## src/rtl/noc_pkg.sv

```systemverilog
// Shared NoC definitions: flit layout, injection FSM states, credit sizing helper.
package noc_pkg;

    localparam int unsigned FLIT_DATA_W = 64;
    localparam int unsigned FLIT_DEST_W = 6;

    typedef struct packed {
        logic [FLIT_DATA_W-1:0] data;
        logic [FLIT_DEST_W-1:0] dest;
        logic                   is_tail;
    } flit_t;

    typedef enum logic {
        IDLE,
        LOCKED
    } inject_state_t;

    // Counter width able to hold 0..depth inclusive.
    function automatic int unsigned credit_width(input int unsigned depth);
        return $clog2(depth + 1);
    endfunction

endpackage

```

## src/rtl/axis_inject_mux_rr_arbiter.sv

```systemverilog
// rr_arbiter: combinational round-robin pick, searching upward from ptr with wrap.
module rr_arbiter #(
    parameter int unsigned N     = 4,
    parameter int unsigned IDX_W = (N > 1) ? $clog2(N) : 1
) (
    input  logic [N-1:0]     req,
    input  logic [IDX_W-1:0] ptr,
    output logic [N-1:0]     gnt,
    output logic [IDX_W-1:0] idx
);

    logic        found;
    int unsigned base;
    int unsigned c;

    // First requester at or after ptr wins; gnt stays zero when nobody requests.
    always_comb begin
        gnt   = '0;
        idx   = '0;
        found = 1'b0;
        c     = 0;
        base  = {{(32-IDX_W){1'b0}}, ptr};
        for (int unsigned i = 0; i < N; i++) begin
            c = (base + i) % N;
            if (!found && req[c]) begin
                found  = 1'b1;
                gnt[c] = 1'b1;
                idx    = IDX_W'(c);
            end
        end
    end

endmodule

```

## src/rtl/axis_inject_mux.sv

```systemverilog
// axis_inject_mux: packet-atomic round-robin injection of NUM_CHANNELS AXIS sources
// into one credit-flow-controlled router port with a registered flit output.
// Optional AXIS_INJECT_STATS_EN adds per-channel packet counts and a stall counter.
module axis_inject_mux
    import noc_pkg::*;
#(
    parameter int unsigned NUM_CHANNELS      = 4,
    parameter int unsigned TDATA_WIDTH       = 64,
    parameter int unsigned TID_WIDTH         = 2,
    parameter int unsigned TDEST_WIDTH       = 4,
    parameter int unsigned DEST_WIDTH        = TDEST_WIDTH + TID_WIDTH,
    parameter int unsigned FLIT_BUFFER_DEPTH = 8,
    parameter int unsigned CREDIT_WIDTH      = credit_width(FLIT_BUFFER_DEPTH)
) (
    input  logic                                     clk_noc,
    input  logic                                     rst_n,
    input  logic [NUM_CHANNELS-1:0]                  axis_in_tvalid,
    output logic [NUM_CHANNELS-1:0]                  axis_in_tready,
    input  logic [NUM_CHANNELS-1:0][TDATA_WIDTH-1:0] axis_in_tdata,
    input  logic [NUM_CHANNELS-1:0]                  axis_in_tlast,
    input  logic [NUM_CHANNELS-1:0][TID_WIDTH-1:0]   axis_in_tid,
    input  logic [NUM_CHANNELS-1:0][TDEST_WIDTH-1:0] axis_in_tdest,
    output logic [TDATA_WIDTH-1:0]                   data_out,
    output logic [DEST_WIDTH-1:0]                    dest_out,
    output logic                                     is_tail_out,
    output logic                                     send_out,
    input  logic                                     credit_in,
    output logic                                     credit_err
`ifdef AXIS_INJECT_STATS_EN
    ,
    output logic [NUM_CHANNELS-1:0][31:0]            pkt_count,
    output logic [31:0]                              stall_cycles
`endif
);

    localparam int unsigned IDX_W = (NUM_CHANNELS > 1) ? $clog2(NUM_CHANNELS) : 1;

    inject_state_t           state_q, state_d;
    logic [IDX_W-1:0]        owner_q, owner_d;
    logic [IDX_W-1:0]        rr_ptr_q, rr_ptr_d;
    logic [IDX_W-1:0]        pick_idx, sel;
    logic [NUM_CHANNELS-1:0] pick_gnt;
    logic [CREDIT_WIDTH-1:0] cnt_q, cnt_d;
    logic                    has_credit, xfer, sat_hit;

    rr_arbiter #(
        .N     (NUM_CHANNELS),
        .IDX_W (IDX_W)
    ) u_rr_arbiter (
        .req (axis_in_tvalid),
        .ptr (rr_ptr_q),
        .gnt (pick_gnt),
        .idx (pick_idx)
    );

    // Ready steering: the owner while locked, otherwise the fresh round-robin pick.
    always_comb begin
        axis_in_tready = '0;
        sel            = (state_q == LOCKED) ? owner_q : pick_idx;
        has_credit     = (cnt_q != '0);
        if (rst_n && has_credit) begin
            if (state_q == LOCKED) axis_in_tready[owner_q] = 1'b1;
            else                   axis_in_tready = pick_gnt;
        end
        xfer = |(axis_in_tready & axis_in_tvalid);
    end

    // Next-state: lock on a non-tail beat, release and advance the pointer on a tail.
    always_comb begin
        state_d  = state_q;
        owner_d  = owner_q;
        rr_ptr_d = rr_ptr_q;
        if (xfer) begin
            if (axis_in_tlast[sel]) begin
                state_d  = IDLE;
                rr_ptr_d = (sel == IDX_W'(NUM_CHANNELS - 1)) ? '0 : sel + 1'b1;
            end else begin
                state_d = LOCKED;
                owner_d = sel;
            end
        end
    end

    // Credit arithmetic; a credit arriving on a full counter is flagged, not counted.
    always_comb begin
        cnt_d   = cnt_q;
        sat_hit = 1'b0;
        if (credit_in && !xfer) begin
            if (cnt_q == CREDIT_WIDTH'(FLIT_BUFFER_DEPTH)) sat_hit = 1'b1;
            else                                           cnt_d   = cnt_q + 1'b1;
        end else if (xfer && !credit_in) begin
            cnt_d = cnt_q - 1'b1;
        end
    end

    // Control state registers.
    always_ff @(posedge clk_noc) begin
        if (!rst_n) begin
            state_q    <= IDLE;
            owner_q    <= '0;
            rr_ptr_q   <= '0;
            cnt_q      <= CREDIT_WIDTH'(FLIT_BUFFER_DEPTH);
            credit_err <= 1'b0;
        end else begin
            state_q    <= state_d;
            owner_q    <= owner_d;
            rr_ptr_q   <= rr_ptr_d;
            cnt_q      <= cnt_d;
            credit_err <= credit_err | sat_hit;
        end
    end

    // Registered flit output; fields hold when nothing is sent.
    always_ff @(posedge clk_noc) begin
        if (!rst_n) begin
            send_out    <= 1'b0;
            is_tail_out <= 1'b0;
            data_out    <= '0;
            dest_out    <= '0;
        end else begin
            send_out <= xfer;
            if (xfer) begin
                data_out    <= axis_in_tdata[sel];
                dest_out    <= {axis_in_tid[sel], axis_in_tdest[sel]};
                is_tail_out <= axis_in_tlast[sel];
            end
        end
    end

`ifdef AXIS_INJECT_STATS_EN
    // Completed-packet and credit-stall statistics, free-running with wrap.
    always_ff @(posedge clk_noc) begin
        if (!rst_n) begin
            pkt_count    <= '0;
            stall_cycles <= '0;
        end else begin
            if (xfer && axis_in_tlast[sel]) pkt_count[sel] <= pkt_count[sel] + 32'd1;
            if (!has_credit && (|axis_in_tvalid)) stall_cycles <= stall_cycles + 32'd1;
        end
    end
`endif

endmodule

```

## config.mk

```make
export PLATFORM = sky130hd
export DESIGN_NAME = axis_inject_mux
export DESIGN_NICKNAME = d
export VERILOG_FILES = /design/src/rtl/noc_pkg.sv /design/src/rtl/axis_inject_mux_rr_arbiter.sv /design/src/rtl/axis_inject_mux.sv
export SDC_FILE = /design/constraint.sdc
export NUM_CORES = 1
export LEC_CHECK = 0
export ABC_AREA = 1
export BUFFER_PORTS_ARGS = -buffer_cell sky130_fd_sc_hd__clkbuf_2
export CAP_MARGIN = 20
export CORE_AREA = 3 3 142 144
export CTS_CLUSTER_DIAMETER = 40
export DETAILED_ROUTE_END_ITERATION = 16
export DIE_AREA = 0 0 145 147
export GPL_TIMING_DRIVEN = 1
export PLACE_DENSITY = 0.68
export SLEW_MARGIN = 25
export SYNTH_ARGS = -nofsm -noshare
export SYNTH_HDL_FRONTEND = slang
export SYNTH_SLANG_ARGS = --single-unit
```

## constraint.sdc

```tcl
create_clock -name clk_noc -period 3.8 [get_ports clk_noc]
set_input_delay 0.38 -clock clk_noc [delete_from_list [all_inputs] [get_ports clk_noc]]
set_output_delay 0.38 -clock clk_noc [all_outputs]
set_load 0.005 [all_outputs]
```

==> results by group <==
Cells and area
  • Filler Cell Count: 2016
  • Area Growth Syn to Fin: 37.69%
  • Final std cell area, no fill: 8071 um^2
  • Nets: 1523
  • Ant diodes: 0
  • Fraction of layout cells with a size suffix above 1: 36.27%

STA
  • Fin. Hold Viols: 0
  • Worst slew margin: 62.58%
  • Worst-Margin Slew: 0.5613 ns
  • Final worst slack: 0.3815 ns
  • RSZ-0062 raised after global routing: false
  • Final setup viols: 0
  • Final worst-path cycle share: 89.96%
  • Setup tns final: 0 ns
  • Skew final: 0.009969 ns
  • Max Clk Rate: 292.5 MHz
  • Slew Limit Fails: 0
  • Min Tclk post-route: 3.419 ns

Flow run
  • Max Cap Violations: 0

Floorplan
  • Die width: 145 um
  • Initial Util: 31.13%
  • Io pins: 368
  • Core area: 18830 um^2
  • Die Area: 21320 um^2
  • Vert. Die Dim: 147 um
  • Num rows: 50

Detailed routing
  • DRC violation total after the first TritonRoute iteration: 357
  • Pre-Repair DR Iteration Count: 4
  • Vias per std cell: 4.771
  • Vias: 7095
  • Residual DRC: 0
  • DRT antenna net count: 0
  • Mean routed wirelength per cell: 13.98 um
  • Final WL: 20780 um

GRT
  • First-pass GRT wire length: 33430 um
  • GRT Util Overall: 18.82%
  • Largest net degree at the start of global routing: 126
  • Antenna violations before repair: 0
  • Number of global-route vias before repair: 6803
  • GR Overflow Total: 0

Worst hold path
  • Hold Path End: dest_out[0]
  • Worst Min Path Start: axis_in_tdest[8]
  • Min-delay worst type: primary input to register
  • Worst hold path depth: 3

Place
  • Routability cong.: 0.8577
  • Dpl hpwl: 16040 um
  • Post-DP Area: 7782 um^2
  • Post-place setup slack: 0.3182 ns
  • Port bufs: 367

Critical path
  • Reg-to-reg startpoint: rr_ptr_q[1]
  • Max incr delay on CP: 0.51 ns
  • R2R Path End: cnt_q[3]
  • Worst reg-to-reg path cell count: 23
  • CP Max Fanout: 9
  • CP Data Arrival Time: 3.62 ns
  • CP cell instances: inv_2 > ha_1 > inv_1 > nand3_1 > nand2_1 > nor2_4 > nand2_1 > nand2_1 > nor2_1 > nand3_1 > nand4_1 > nand2_1 > inv_1 > nand2_4 > nor2_1 > inv_1 > ha_1 > nand2_1 > nand2_1 > a31oi_1 > nand3_1 > nand3_1 > nand3_1
  • Worst path slowest cell: dfxtp_1
  • Crit Path Category: register to register
  • CP dominant cell by count: nand2_1
  • CP required: 4.00 ns
  • Buf+Inv Stages, Crit Path: 4
  • FF-to-FF setup slack: 0.38 ns
  • Crit. End Element: register
  • Critical path's top delay family: simple AND/OR/NAND/NOR gates
  • Critical path startpoint category: register

Clock tree
  • Largest buffer count on any clock path: 2
  • Sinks on Clock Net: 82
  • CTS Buf Count: 9
  • CTS tree: built
  • Cts repair resizes: 0
  • CTS Hold Buffers Added: 0
  • CTS H-Tree Depth: 3
  • CTS root buffer: clkbuf_16
  • Clock latency on the worst-skew pair: 0.34 ns
  • Clock transition at path regs: 0.07 ns
  • Setup bufs post-CTS: 0

Pwr
  • Pleak: 3.930 nW
  • Peak supply drop: 0.0006480 V
  • Pwr dens: 800.5 nW/um^2

Synthesis
  • Top post-synthesis cells by count: nor2_1 (161), nand2_1 (120), o21ai_1 (86)
  • Post-Syn Area per Cell: 6.520 um^2
  • Mapped Cells: 899
  • Yosys warning count: 0
  • Area leader, netlist: dfxtp_1
  • Largest cells by area after synthesis: dfxtp_1 (28%), nor2_1 (10%), nand2_1 (7.7%)
  • Most frequent cell after synthesis: nor2_1
  • Number of flops mapped to enable cells by yosys: 0
  • Async SR Flop Fraction: 0%
  • Ys flop type: dfxtp_1
  • Synth unique cells: 35
  • Synth Net Count: 1200
  • Post-synthesis register bit count: 82
  • Synth top area share: 28.00%
  • Seq/Total Area, Yosys: 28.00%
  • Post-Syn Area: 5862 um^2

Outcome
  • Status: finished, final reports clean
[layout make-up]
type	instances	area, um^2	area share [%]
Multi-Input combinational cell	697	3620	44.85
Timing Repair Buffer	381	2004	24.83
Sequential cell	82	1643	20.35
Tap cell	260	325.3	4.030
Clock buffer	11	232.7	2.883
Inverter	51	191.4	2.372
Clock inverter	5	55.05	0.6821
[metal layers]
metal | global-route usage [%] | part of all wire (%) | up-vias
met5 | 0 | 0 | -
met4 | 5.558 | 2.3 | 0
met3 | 4.843 | 7.0 | 31
met2 | 33.19 | 48 | 251
met1 | 22.65 | 42 | 3124
li1 | - | - | 3689
[how the worst max path moves through the flow]
stage                     start       end  slack, ns  cells after the start
detailed placement  rr_ptr_q[0]  cnt_q[3]       0.32                     23
floorplan           rr_ptr_q[0]  cnt_q[3]       0.58                     24
finish              rr_ptr_q[1]  cnt_q[3]       0.38                     23
CTS                 rr_ptr_q[0]  cnt_q[3]       0.31                     23
global placement    rr_ptr_q[0]  cnt_q[3]       0.43                     23
global route        rr_ptr_q[1]  cnt_q[3]      0.009                     23
[stage by stage]
stage          cells  util, %  hold WS, ns  power (mW)
4_1_cts         1487    42.86       0.3383       6.535
5_1_grt         1487    42.86       0.3563       7.147
2_1_floorplan    899        -       0.4466       4.587
6_report        1487    42.86       0.3543       6.461
3_3_place_gp    1471    41.33       0.4423       5.620
3_5_place_dp    1471    41.33       0.4536       5.640
[cells in the final DEF (no fill, tap or decap), types with 3 or more instances in the layout]
cell type	n
or2_2	14
nand4_1	7
nand3_1	23
clkbuf_16	9
a21oi_1	25
clkbuf_2	367
nand2_1	120
buf_4	9
nand2_2	7
or2_1	7
o21ai_1	86
ha_1	9
nand3_2	3
dfxtp_1	81
buf_12	5
nor2_4	3
nand2_4	5
o21ai_0	83
a21oi_2	6
inv_2	6
a31oi_1	51
o211ai_1	49
or2_0	28
inv_1	45
nor2_1	161
[sequential cells by signal, summed over array words and instances (netlist names)]
signal / count
cnt_q: 4
data_out: 64
owner_q: 2
rr_ptr_q: 2
send_out: 1
state_q: 1
dest_out: 6
credit_err: 1
is_tail_out: 1
[worst reg2reg max path, cell delays in order (launching register included)]
cell	delay [ns]
dfxtp_1	0.51
inv_2	0.13
ha_1	0.37
inv_1	0.12
nand3_1	0.08
nand2_1	0.13
nor2_4	0.08
nand2_1	0.06
nand2_1	0.05
nor2_1	0.10
nand3_1	0.09
nand4_1	0.09
nand2_1	0.11
inv_1	0.11
nand2_4	0.07
nor2_1	0.12
inv_1	0.10
ha_1	0.33
nand2_1	0.07
nand2_1	0.04
a31oi_1	0.23
nand3_1	0.13
nand3_1	0.12
nand3_1	0.07
[report_power, final]
group | internal [mW] | switching, mW
registers | 1.18 | 0.173
clock network | 0.508 | 0.366
logic | 1.59 | 2.64
total | 3.28 | 3.18
[cells by family after synthesis]
family / synth area share [%]
AND/OR/NAND/NOR: 29.33
AO/OA/AOI/OAI: 29.65
buffers and inverters: 10.46
flip-flops: 28.00
adder cells (fa/ha/maj): 2.263
XOR/XNOR: 0.2989
(Power assumes the default switching activity.)
